==> src/rtl/enclave_monitor_array.sv <==
// Purpose : Per-enclave copy-handshake monitor. The reset of each enclave is
//           released only after a completed image copy. Each channel also has
//           a copy watchdog and sticky protocol-violation faults that raise irq.
// Latency : 1 cycle from an input sampled at a rising edge to outputs
//           (Moore decode of the state register); irq trails fault by 1 more cycle.
// Backpressure: none; inputs are level-sampled every cycle and never stalled.
//
// Ports:
//   aclk        clock, all logic on the rising edge
//   nreset      synchronous active-low reset
//   strt_cpy    per-channel copy request / session-active level
//   done_cpy    per-channel copy-complete indication
//   fault_clr   per-channel fault acknowledge
//   done        per-channel: copy complete, enclave running
//   rst_enclave per-channel enclave reset, active-high
//   fault       per-channel sticky fault
//   irq         registered OR of all fault bits

module enclave_monitor_array #(
    parameter int NUM_ENCL = 4,
    parameter int CNT_W    = 16,
    parameter int TIMEOUT  = 1000
) (
    input  logic                aclk,
    input  logic                nreset,
    input  logic [NUM_ENCL-1:0] strt_cpy,
    input  logic [NUM_ENCL-1:0] done_cpy,
    input  logic [NUM_ENCL-1:0] fault_clr,
    output logic [NUM_ENCL-1:0] done,
    output logic [NUM_ENCL-1:0] rst_enclave,
    output logic [NUM_ENCL-1:0] fault,
    output logic                irq
);

    typedef enum logic [1:0] {
        S_IDLE  = 2'd0,
        S_COPY  = 2'd1,
        S_RUN   = 2'd2,
        S_FAULT = 2'd3
    } state_t;

    // TIMEOUT == 0 turns the watchdog off entirely; the counter then stays at 0.
    localparam logic             WDOG_EN  = (TIMEOUT != 0);
    localparam logic [CNT_W-1:0] CNT_LAST = CNT_W'((TIMEOUT != 0) ? (TIMEOUT - 1) : 0);

    state_t           state_q [NUM_ENCL];
    state_t           state_d [NUM_ENCL];
    logic [CNT_W-1:0] cnt_q   [NUM_ENCL];
    logic [CNT_W-1:0] cnt_d   [NUM_ENCL];

    always_ff @(posedge aclk) begin
        if (!nreset) begin
            for (int i = 0; i < NUM_ENCL; i++) begin
                state_q[i] <= S_IDLE;
                cnt_q[i]   <= '0;
            end
        end else begin
            for (int i = 0; i < NUM_ENCL; i++) begin
                state_q[i] <= state_d[i];
                cnt_q[i]   <= cnt_d[i];
            end
        end
    end

    // Next state. The counter defaults to 0 so it is cleared in every non-COPY
    // state and on every entry to COPY; it only advances while staying in COPY.
    always_comb begin
        for (int i = 0; i < NUM_ENCL; i++) begin
            state_d[i] = state_q[i];
            cnt_d[i]   = '0;
            case (state_q[i])
                S_IDLE: begin
                    // A completion with no session open is a violation, even
                    // if a request arrives in the same cycle.
                    if (done_cpy[i]) begin
                        state_d[i] = S_FAULT;
                    end else if (strt_cpy[i]) begin
                        state_d[i] = S_COPY;
                    end
                end
                S_COPY: begin
                    // Completion beats both abort and watchdog expiry.
                    if (done_cpy[i]) begin
                        state_d[i] = S_RUN;
                    end else if (!strt_cpy[i]) begin
                        state_d[i] = S_IDLE;
                    end else if (WDOG_EN && (cnt_q[i] == CNT_LAST)) begin
                        state_d[i] = S_FAULT;
                    end else if (WDOG_EN) begin
                        cnt_d[i] = cnt_q[i] + CNT_W'(1);
                    end
                end
                S_RUN: begin
                    if (!strt_cpy[i]) begin
                        state_d[i] = S_IDLE;
                    end
                end
                S_FAULT: begin
                    // Acknowledge only counts once the requester has let go,
                    // so a stuck request cannot silently restart a session.
                    if (fault_clr[i] && !strt_cpy[i]) begin
                        state_d[i] = S_IDLE;
                    end
                end
                default: begin
                    state_d[i] = S_IDLE;
                end
            endcase
        end
    end

    // Moore outputs decoded from the state register only.
    always_comb begin
        done        = '0;
        rst_enclave = '1;
        fault       = '0;
        for (int i = 0; i < NUM_ENCL; i++) begin
            done[i]        = (state_q[i] == S_RUN);
            rst_enclave[i] = (state_q[i] != S_RUN);
            fault[i]       = (state_q[i] == S_FAULT);
        end
    end

    always_ff @(posedge aclk) begin
        if (!nreset) begin
            irq <= 1'b0;
        end else begin
            irq <= |fault;
        end
    end

endmodule

==> config.mk <==
export PLATFORM = sky130hd
export DESIGN_NAME = enclave_monitor_array
export DESIGN_NICKNAME = d
export VERILOG_FILES = /design/src/rtl/enclave_monitor_array.sv
export SDC_FILE = /design/constraint.sdc
export NUM_CORES = 1
export LEC_CHECK = 0
export ABC_AREA = 1
export BUFFER_PORTS_ARGS = -buffer_cell sky130_fd_sc_hd__buf_2
export CAP_MARGIN = 30
export CORE_MARGIN = 2
export CORE_UTILIZATION = 65
export CTS_CLUSTER_SIZE = 28
export DETAILED_ROUTE_END_ITERATION = 10
export PLACE_DENSITY_LB_ADDON = 0.3
export SKIP_LAST_GASP = 1
export SYNTH_ARGS = -nofsm -noshare
export SYNTH_HDL_FRONTEND = slang
export SYNTH_SLANG_ARGS = --single-unit
export TNS_END_PERCENT = 100
==> constraint.sdc <==
create_clock -name aclk -period 3.6 [get_ports aclk]
set_input_delay 0.54 -clock aclk [delete_from_list [all_inputs] [get_ports aclk]]
set_output_delay 0.54 -clock aclk [all_outputs]
set_load 0.02 [all_outputs]
==> results_dict.tcl, run 1 <==
set metrics [dict create \
    status "finished clean" \
    criticalPathCategory "flop to output pin" \
    synth-edff-count 0 \
    port_buffers 26 \
    synth.cell_area_um2 3790 \
    post_route_cells_drive_above_1_share_pct 16.2 \
    synth.net_count 556 \
    syn_to_final_growth_pct 9.27 \
    wl_per_cell_um 11.4 \
    rows 27 \
    finalSetupTns_ps 0 \
    synth_area_per_cell_um2 7.05 \
    grt_pass1_wl_um 12800 \
    cts_hold_buf 0 \
    cp_max_fo 6 \
    cp.depth 3 \
    drtIter0Drc 145 \
    cts_made_buffers 9 \
    worst_pin_slew_ps 345 \
    cpMaxStageDelayCell "dfxtp_1" \
    period_needed_ps 1720 \
    cp-start-kind "flop" \
    ys_async_sr_fraction_pct 0 \
    die_area_um2 6460 \
    setup_viol 0 \
    ctsHtreeMaxLevel 3 \
    grt_overflow 0 \
    clkTransAtPathRegs_ps 80 \
    min_path_type "flop to flop" \
    clock.fmax_mhz 582 \
    post-route-util_pct 74.3 \
    r2r-start "cnt_q[2][0]" \
    slew_viol_final 0 \
    synth_cell_type_count 38 \
    drc 0 \
    cts_root_buf "clkbuf_8" \
    r2r_cells 10 \
    critPathBufInv 2 \
    num_vias 3409 \
    ys_ff_latch 73 \
    clk_latency_ps 340 \
    dieHeight_um 80.4 \
    crit_start "state_q[1][0]" \
    ioPinCount 27 \
    slowest_delay_ps 430 \
    drv_cap 0 \
    drt_first_pass_iters 5 \
    fin_nets 588 \
    ir_drop_mv 0.264 \
    synth_top_area_cell "dfxtp_1" \
    seq_area_frac_synth_pct 38.5 \
    r2r_setup_slack_ps 2020 \
    ys_warn_count 0 \
    endpoint "fault[1]" \
    first_global_vias 3219 \
    stdcell_count 647 \
    start_util_pct 68.0 \
    powerDensity_nw_per_um2 399 \
    hold_ws_ps 452 \
    cts_tree "yes" \
    fin_crit_sh_pct 47.7 \
    power_leakage_nw 1.55 \
    ys.flop_type "dfxtp_1" \
    crit_required_ps 3060 \
    diodes 0 \
    antenna_found_initial 0 \
    track_usage_pct 25.2 \
    dp_hpwl_um 5380 \
    cp_top_family "flip-flops" \
    worstPathArrival_ps 1180 \
    finalHoldViolations 0 \
    coreArea_um2 5570 \
    clk_path_buf_depth 2 \
    synth_top_area_share_pct 38.5 \
    rr_endpoint "cnt_q[2][14]" \
    critPathCaptureType "output pin" \
    fin_total_pwr_mw 1.65 \
    slew_headroom_pct 76.8 \
    die_w_um 80.4 \
    rsz0062_at_grt "no" \
    skew_ps 5.22 \
    crit_chain "nand2_1, inv_1, buf_2" \
    ant_nets 0 \
    synthTopCellsByArea "dfxtp_1, nor2_1, nand2_1" \
    drt-total-wl_um 7400 \
    placed_cells 631 \
    cts_setup_buffers 0 \
    clock-sinks 73 \
    via_per_inst 5.27 \
    gp_congestion 0.906 \
    cts-resized-gates 0 \
    synth_cells 538 \
    grt_max_degree 17 \
]
[stage by stage]
step | setup WS (ps) | instance area, um^2
after CTS | 1890 | 4140
after detailed placement | 1990 | 3970
after floorplan | 2120 | 3790
after global placement | 2050 | 3970
after global routing | 1800 | 4140
final | 1880 | 4140
[per-layer routing]
metal | routed length [um] | vias up | GRT usage, %
li1 | - | 1783 | -
met3 | 283 | 7 | 6.63
met4 | 70 | 0 | 8.81
met5 | 0 | - | 0
met2 | 3640 | 65 | 44.2
met1 | 3410 | 1554 | 29.5
[cell type report]
class,instances,area [um^2]
Timing Repair Buffer,26,130
Clock inverter,3,15.0
Inverter,77,289
Fill cell,431,1430
Tap cell,72,90.1
Multi-Input combinational cell,383,2000
Clock buffer,13,159
Sequential cell,73,1460
[logic make-up (layout without fill, tap and decap cells)]
| kind of cell | Yosys count | count (layout) | synth area share, % |
|---|---|---|---|
| simple gates | 308 | 308 | 39.4 |
| flops | 73 | 73 | 38.5 |
| compound gates | 51 | 51 | 7.33 |
| fa+ha+maj | 4 | 4 | 1.32 |
| buf+inv | 82 | 119 | 8.75 |
| xor+xnor | 20 | 20 | 4.62 |
[cell usage in the layout (no fill, tap or decap), types with 4 or more instances in the layout]
cell,synthesis,final
nand2_1,97,97
nor2_1,99,99
buf_2,1,26
inv_2,8,8
nor2_2,4,4
or2_0,4,4
nor3_2,8,8
nand4_1,13,13
xor2_1,18,18
nor3_1,18,18
dfxtp_1,73,73
o21ai_0,15,15
nand3_2,9,9
inv_1,69,69
clkbuf_8,0,11
nand3_1,30,30
nand2_2,11,11
ha_1,4,4
a21oi_1,28,28
[synthesized netlist by cell type (2+ instances only)]
cell type  count
nand2_1       97
nor3_1        18
dfxtp_1       73
nor2_1        99
nor2_2         4
nand4_1       13
nor3b_1        2
or2_2          2
nor3_2         8
inv_1         69
ha_1           4
o21ai_0       15
xnor2_1        2
nand2_2       11
or2_0          4
nor2_4         3
a21oi_2        3
nand3_2        9
inv_2          8
buf_4          2
a21oi_1       28
xor2_1        18
buf_6          2
nand3_1       30
[power by group]
group          switching, mW  internal, mW
registers             0.0290         0.833
logic                  0.139        0.0732
clock network          0.294         0.285
total                  0.462          1.19
[registers in the layout, summed over array words and instances (netlist names)]
name and cells:
cnt_q 64, irq 1, state_q 8
[worst min path at each step]
stage,from,endpoint,slack (ps),cells past startpoint
after floorplan,cnt_q[0][0],cnt_q[0][0],420,1
after global placement,cnt_q[2][0],cnt_q[2][0],430,1
after detailed placement,cnt_q[2][0],cnt_q[2][0],440,1
after CTS,cnt_q[2][0],cnt_q[2][0],460,1
after global routing,cnt_q[2][0],cnt_q[2][0],480,1
final,cnt_q[2][0],cnt_q[2][0],450,1
Note: power is estimated with default switching activity, not from simulation.
==> inputs of run 2 (changes only) <==
Settings changed: CORE_UTILIZATION 65 to 54.
Clock period 3.6 ns to 1.5 ns, I/O delays scaled along.
==> results_dict.tcl, run 2 (synthesized netlist as in run 1, its figures left out) <==
set metrics [dict create \
    diodes 0 \
    drv_cap 0 \
    clock-sinks 73 \
    largest_register_ffs 64 \
    grt_max_degree 17 \
    cp-start-kind "flop" \
    fin_nets 604 \
    finalHoldViolations 0 \
    coreArea_um2 6790 \
    port_buffers 26 \
    ir_drop_mv 0.581 \
    top_register "cnt_q" \
    criticalPathCategory "flop to flop" \
    ioPinCount 27 \
    status "finished clean" \
    track_usage_pct 21.3 \
    drc 0 \
    power_leakage_nw 1.68 \
    worstPathArrival_ps 1710 \
    crit_required_ps 1790 \
    layout.cells.most_common "nor2_1" \
    cts_made_buffers 9 \
    cts_tree "yes" \
    final_area_um2 4490 \
    nFillCells 564 \
    drt-total-wl_um 8150 \
    slew_headroom_pct 65.7 \
    dieHeight_um 87.8 \
    powerDensity_nw_per_um2 1050 \
    cts_hold_buf 0 \
    clk_path_buf_depth 2 \
    placed_area_um2 4090 \
    clock.fmax_mhz 700 \
    biggestRegsByFlops "cnt_q: 64 flops, state_q: 8 flops, irq: 1 flops" \
    grt_overflow 0 \
    fin_crit_sh_pct 95.2 \
    fin_total_pwr_mw 4.71 \
    ant_nets 0 \
    min_path_type "input port to flop" \
    clk_latency_ps 350 \
    via_per_inst 5.09 \
    start_util_pct 55.8 \
    post_route_cells_drive_above_1_share_pct 21.5 \
    antenna_found_initial 0 \
    wl_per_cell_um 11.9 \
    cp_max_fo 6 \
    multi_input_comb_area_um2 2060 \
    clkTransAtPathRegs_ps 80 \
    first_global_vias 3185 \
    hold_ws_ps 223 \
    rsz0062_at_grt "yes" \
    syn_to_final_growth_pct 18.3 \
    gp_congestion 0.836 \
    drtIter0Drc 122 \
    slew_viol_final 0 \
    worst_pin_slew_ps 512 \
    drt_first_pass_iters 4 \
    skew_ps 8.78 \
    ctsHtreeMaxLevel 3 \
    die_area_um2 7710 \
    dp_hpwl_um 5720 \
    grt_pass1_wl_um 13100 \
    die_w_um 87.8 \
    final_cell_mix "nor2_1, nand2_1, dfxtp_1, inv_1, nand3_1" \
    cts_root_buf "clkbuf_8" \
    rows 30 \
    final-seq-area_um2 1470 \
    critPathCaptureType "flop" \
    period_needed_ps 1430 \
    setup_viol 0 \
    num_vias 3495 \
]
run 2: path summary, 6_finish.rpt:
check | from | to | slack [ps] | cells past startpoint
setup / recovery | state_q[0][0] | cnt_q[0][11] | 70 | 5
hold / removal | nreset | state_q[3][0] | 220 | 3
setup reg to reg | state_q[0][0] | cnt_q[0][11] | 70 | 5
hold reg to reg | cnt_q[2][0] | cnt_q[2][0] | 420 | 1
run 2: final cells by class:
cell class | instances | share of cell area [%]
tap | 96 | 2.68
timing repair buffer | 41 | 6.05
multi-input combinational | 384 | 46.0
clock inverter | 5 | 2.79
clock buffer | 11 | 3.38
inverter | 77 | 6.44
sequential | 73 | 32.7
run 2: routing by layer:
metal  routed length, um  global-route usage, %  part of all wire (%)  vias to the layer above
li1                    -                      -                     -                     1809
met1                3580                   25.1                    44                     1594
met2                3990                   36.9                    49                       70
met3                 326                   3.77                   4.0                       22
met4                 264                   10.9                   3.2                        0
met5                   0                      0                     0                        -
run 2: through the flow:
| step | setup slack [ps] | TNS [ps] | cells | utilization [%] |
|---|---|---|---|---|
| finish | 72.3 | 0 | 687 | 66.0 |
| detailed placement | -0.265 | -0.265 | 666 | 60.3 |
| floorplan | 164 | 0 | 538 | - |
| CTS | 10.2 | 0 | 682 | 64.3 |
| global route | -17.2 | -48.2 | 687 | 66.0 |
| global placement | 86.4 | 0 | 666 | 60.3 |
run 2: critical path, stage by stage, from the launching register on:
cell and delay, ps:
dfxtp_1 380, nand2_1 100, nor3_2 400, nand3_4 180, buf_12 170, nor3b_2 130
run 2: what timing repair did:
item,in CTS,in global routing
resized for setup,0,19
endpoints found under the setup margin,0,49
setup buffers,0,4
run 2: where the power goes:
group	internal [mW]	total [mW]	switching, mW
Sequential	2.00	2.06	0.0650
Clock	1.36	2.10	0.738
Combinational	0.200	0.549	0.349
==> inputs of run 3 (changes only) <==
--- a/config.mk
+++ b/config.mk
@@ -15,2 +15,3 @@
 export PLACE_DENSITY_LB_ADDON = 0.3
+export SETUP_SLACK_MARGIN = 0.3
 export SKIP_LAST_GASP = 1
--- a/constraint.sdc
+++ b/constraint.sdc
@@ -3,2 +3,2 @@
 set_output_delay 0.225 -clock aclk [all_outputs]
-set_load 0.02 [all_outputs]
+set_load 0.1 [all_outputs]
==> results_dict.tcl, run 3 (synthesized netlist as in run 1, its figures left out) <==
set metrics [dict create \
    cp_max_fo 5 \
    dieHeight_um 87.8 \
    num_vias 4244 \
    clk_latency_ps 360 \
    fin_ws_ps -30.8 \
    start_util_pct 55.8 \
    worst_pin_slew_ps 610 \
    first_global_vias 3907 \
    powerDensity_nw_per_um2 900 \
    largest_register_ffs 64 \
    wl_per_cell_um 17.5 \
    drv_cap 0 \
    placed_cells 659 \
    stdcell_count 730 \
    r2r_cells 9 \
    drt-total-wl_um 12800 \
    cp-start-kind "flop" \
    grt_max_degree 16 \
    biggestRegsByFlops "cnt_q: 64 flops, state_q: 8 flops, irq: 1 flops" \
    slew_headroom_pct 59.3 \
    cts_tree "yes" \
    clkTransAtPathRegs_ps 80 \
    rr_endpoint "cnt_q[2][3]" \
    criticalPathCategory "flop to flop" \
    hold_ws_ps 243 \
    fin_nets 650 \
    cts_root_buf "clkbuf_8" \
    layout.cells.most_common "nand2_1" \
    cts_hold_buf 0 \
    ioPinCount 27 \
    finalHoldViolations 0 \
    grt_pass1_wl_um 16700 \
    fin_crit_sh_pct 102 \
    gp_congestion 0.852 \
    ctsHtreeMaxLevel 3 \
    die_area_um2 7710 \
    slew_viol_final 0 \
    rsz0062_at_grt "yes" \
    setup_viol 7 \
    skew_ps 13.4 \
    r2r-start "cnt_q[2][0]" \
    coreArea_um2 6790 \
    rows 30 \
    drtIter0Drc 326 \
    final_cell_mix "nand2_1, nor2_1, inv_1, buf_4, dfxtp_1" \
    crit_required_ps 1740 \
    cp_top_family "simple AND/OR/NAND/NOR gates" \
    port_buffers 26 \
    r2r_setup_slack_ps -30 \
    fin_total_pwr_mw 5.09 \
    die_w_um 87.8 \
    cts_made_buffers 9 \
    clk_path_buf_depth 2 \
    min_path_type "input port to flop" \
    status "finished with violations" \
    critPathBufInv 2 \
    top_register "cnt_q" \
    ant_nets 0 \
    violations "negative setup slack" \
    power_leakage_nw 2.15 \
    endpoint "cnt_q[2][3]" \
    drc 0 \
    syn_to_final_growth_pct 49.2 \
    drt_first_pass_iters 7 \
    crit_chain "ha_4, nand2_4, inv_4, nand3_2, nor2_2, nand2_2, nand3_4, clkbuf_16, nor2_1" \
    nFillCells 334 \
    ir_drop_mv 0.734 \
    slowest_delay_ps 380 \
    critPathCaptureType "flop" \
    crit_start "cnt_q[2][0]" \
    dp_hpwl_um 5590 \
    worstPathArrival_ps 1770 \
    period_needed_ps 1530 \
    cpMaxStageDelayCell "dfxtp_2" \
    finalSetupTns_ps -89.3 \
    cp.depth 9 \
    antenna_found_initial 0 \
    diodes 0 \
    clock.fmax_mhz 653 \
    grt_overflow 0 \
    via_per_inst 5.81 \
    post_route_cells_drive_above_1_share_pct 48.6 \
    post-route-util_pct 83.2 \
    track_usage_pct 27.3 \
    clock-sinks 73 \
]
[run 3: layer usage]
layer / GRT usage (%) / up-vias / wire, um
li1: - / 1905 / -
met1: 29.6 / 1966 / 4630
met2: 50.5 / 270 / 6450
met3: 6.50 / 103 / 870
met4: 11.3 / 0 / 838
met5: 0 / - / 0
[run 3: through the flow]
stage,setup WS (ps),area (um^2)
5_1_grt,-83.8,5660
6_report,-30.8,5660
3_3_place_gp,124,4350
2_1_floorplan,-240,3930
3_5_place_dp,90.4,4350
4_1_cts,109,5170
[run 3: worst min path at each step]
stage,start,to,slack (ps),cells after the start
after floorplan,nreset,cnt_q[0][14],380,2
after global placement,cnt_q[2][0],cnt_q[2][0],420,1
after detailed placement,cnt_q[2][0],cnt_q[2][0],430,1
after CTS,strt_cpy[2],state_q[2][1],230,3
after global routing,strt_cpy[2],state_q[2][1],280,3
final,strt_cpy[2],state_q[2][1],240,3
[run 3: worst min-delay path, cell delays in order]
cell and delay (ps):
buf_2 120, a21oi_1 90, a21oi_1 120
[run 3: final cells by class]
type	instances	area, um^2	area share, %
clock buffer	9	124	2.19
clock inverter	4	47.5	0.841
inverter	77	319	5.64
multi-input combinational	386	2670	47.2
sequential	73	1540	27.2
tap	96	120	2.12
timing repair buffer	85	835	14.8
[run 3: where the power goes]
| part | internal [mW] | leakage [nW] | switching (mW) | total [mW] |
|---|---|---|---|---|
| logic | 0.549 | 1.45 | 0.945 | 1.49 |
| clock network | 0.735 | 0.0868 | 0.742 | 1.48 |
| registers | 2.01 | 0.610 | 0.110 | 2.12 |
| total | 3.29 | 2.15 | 1.80 | 5.09 |
[run 3: what timing repair did]
item	in CTS	in global routing
pin swaps	35	33
setup endpoints to repair	85	85
setup buffers	36	18
gates resized for setup	106	96
gates cloned	3	1
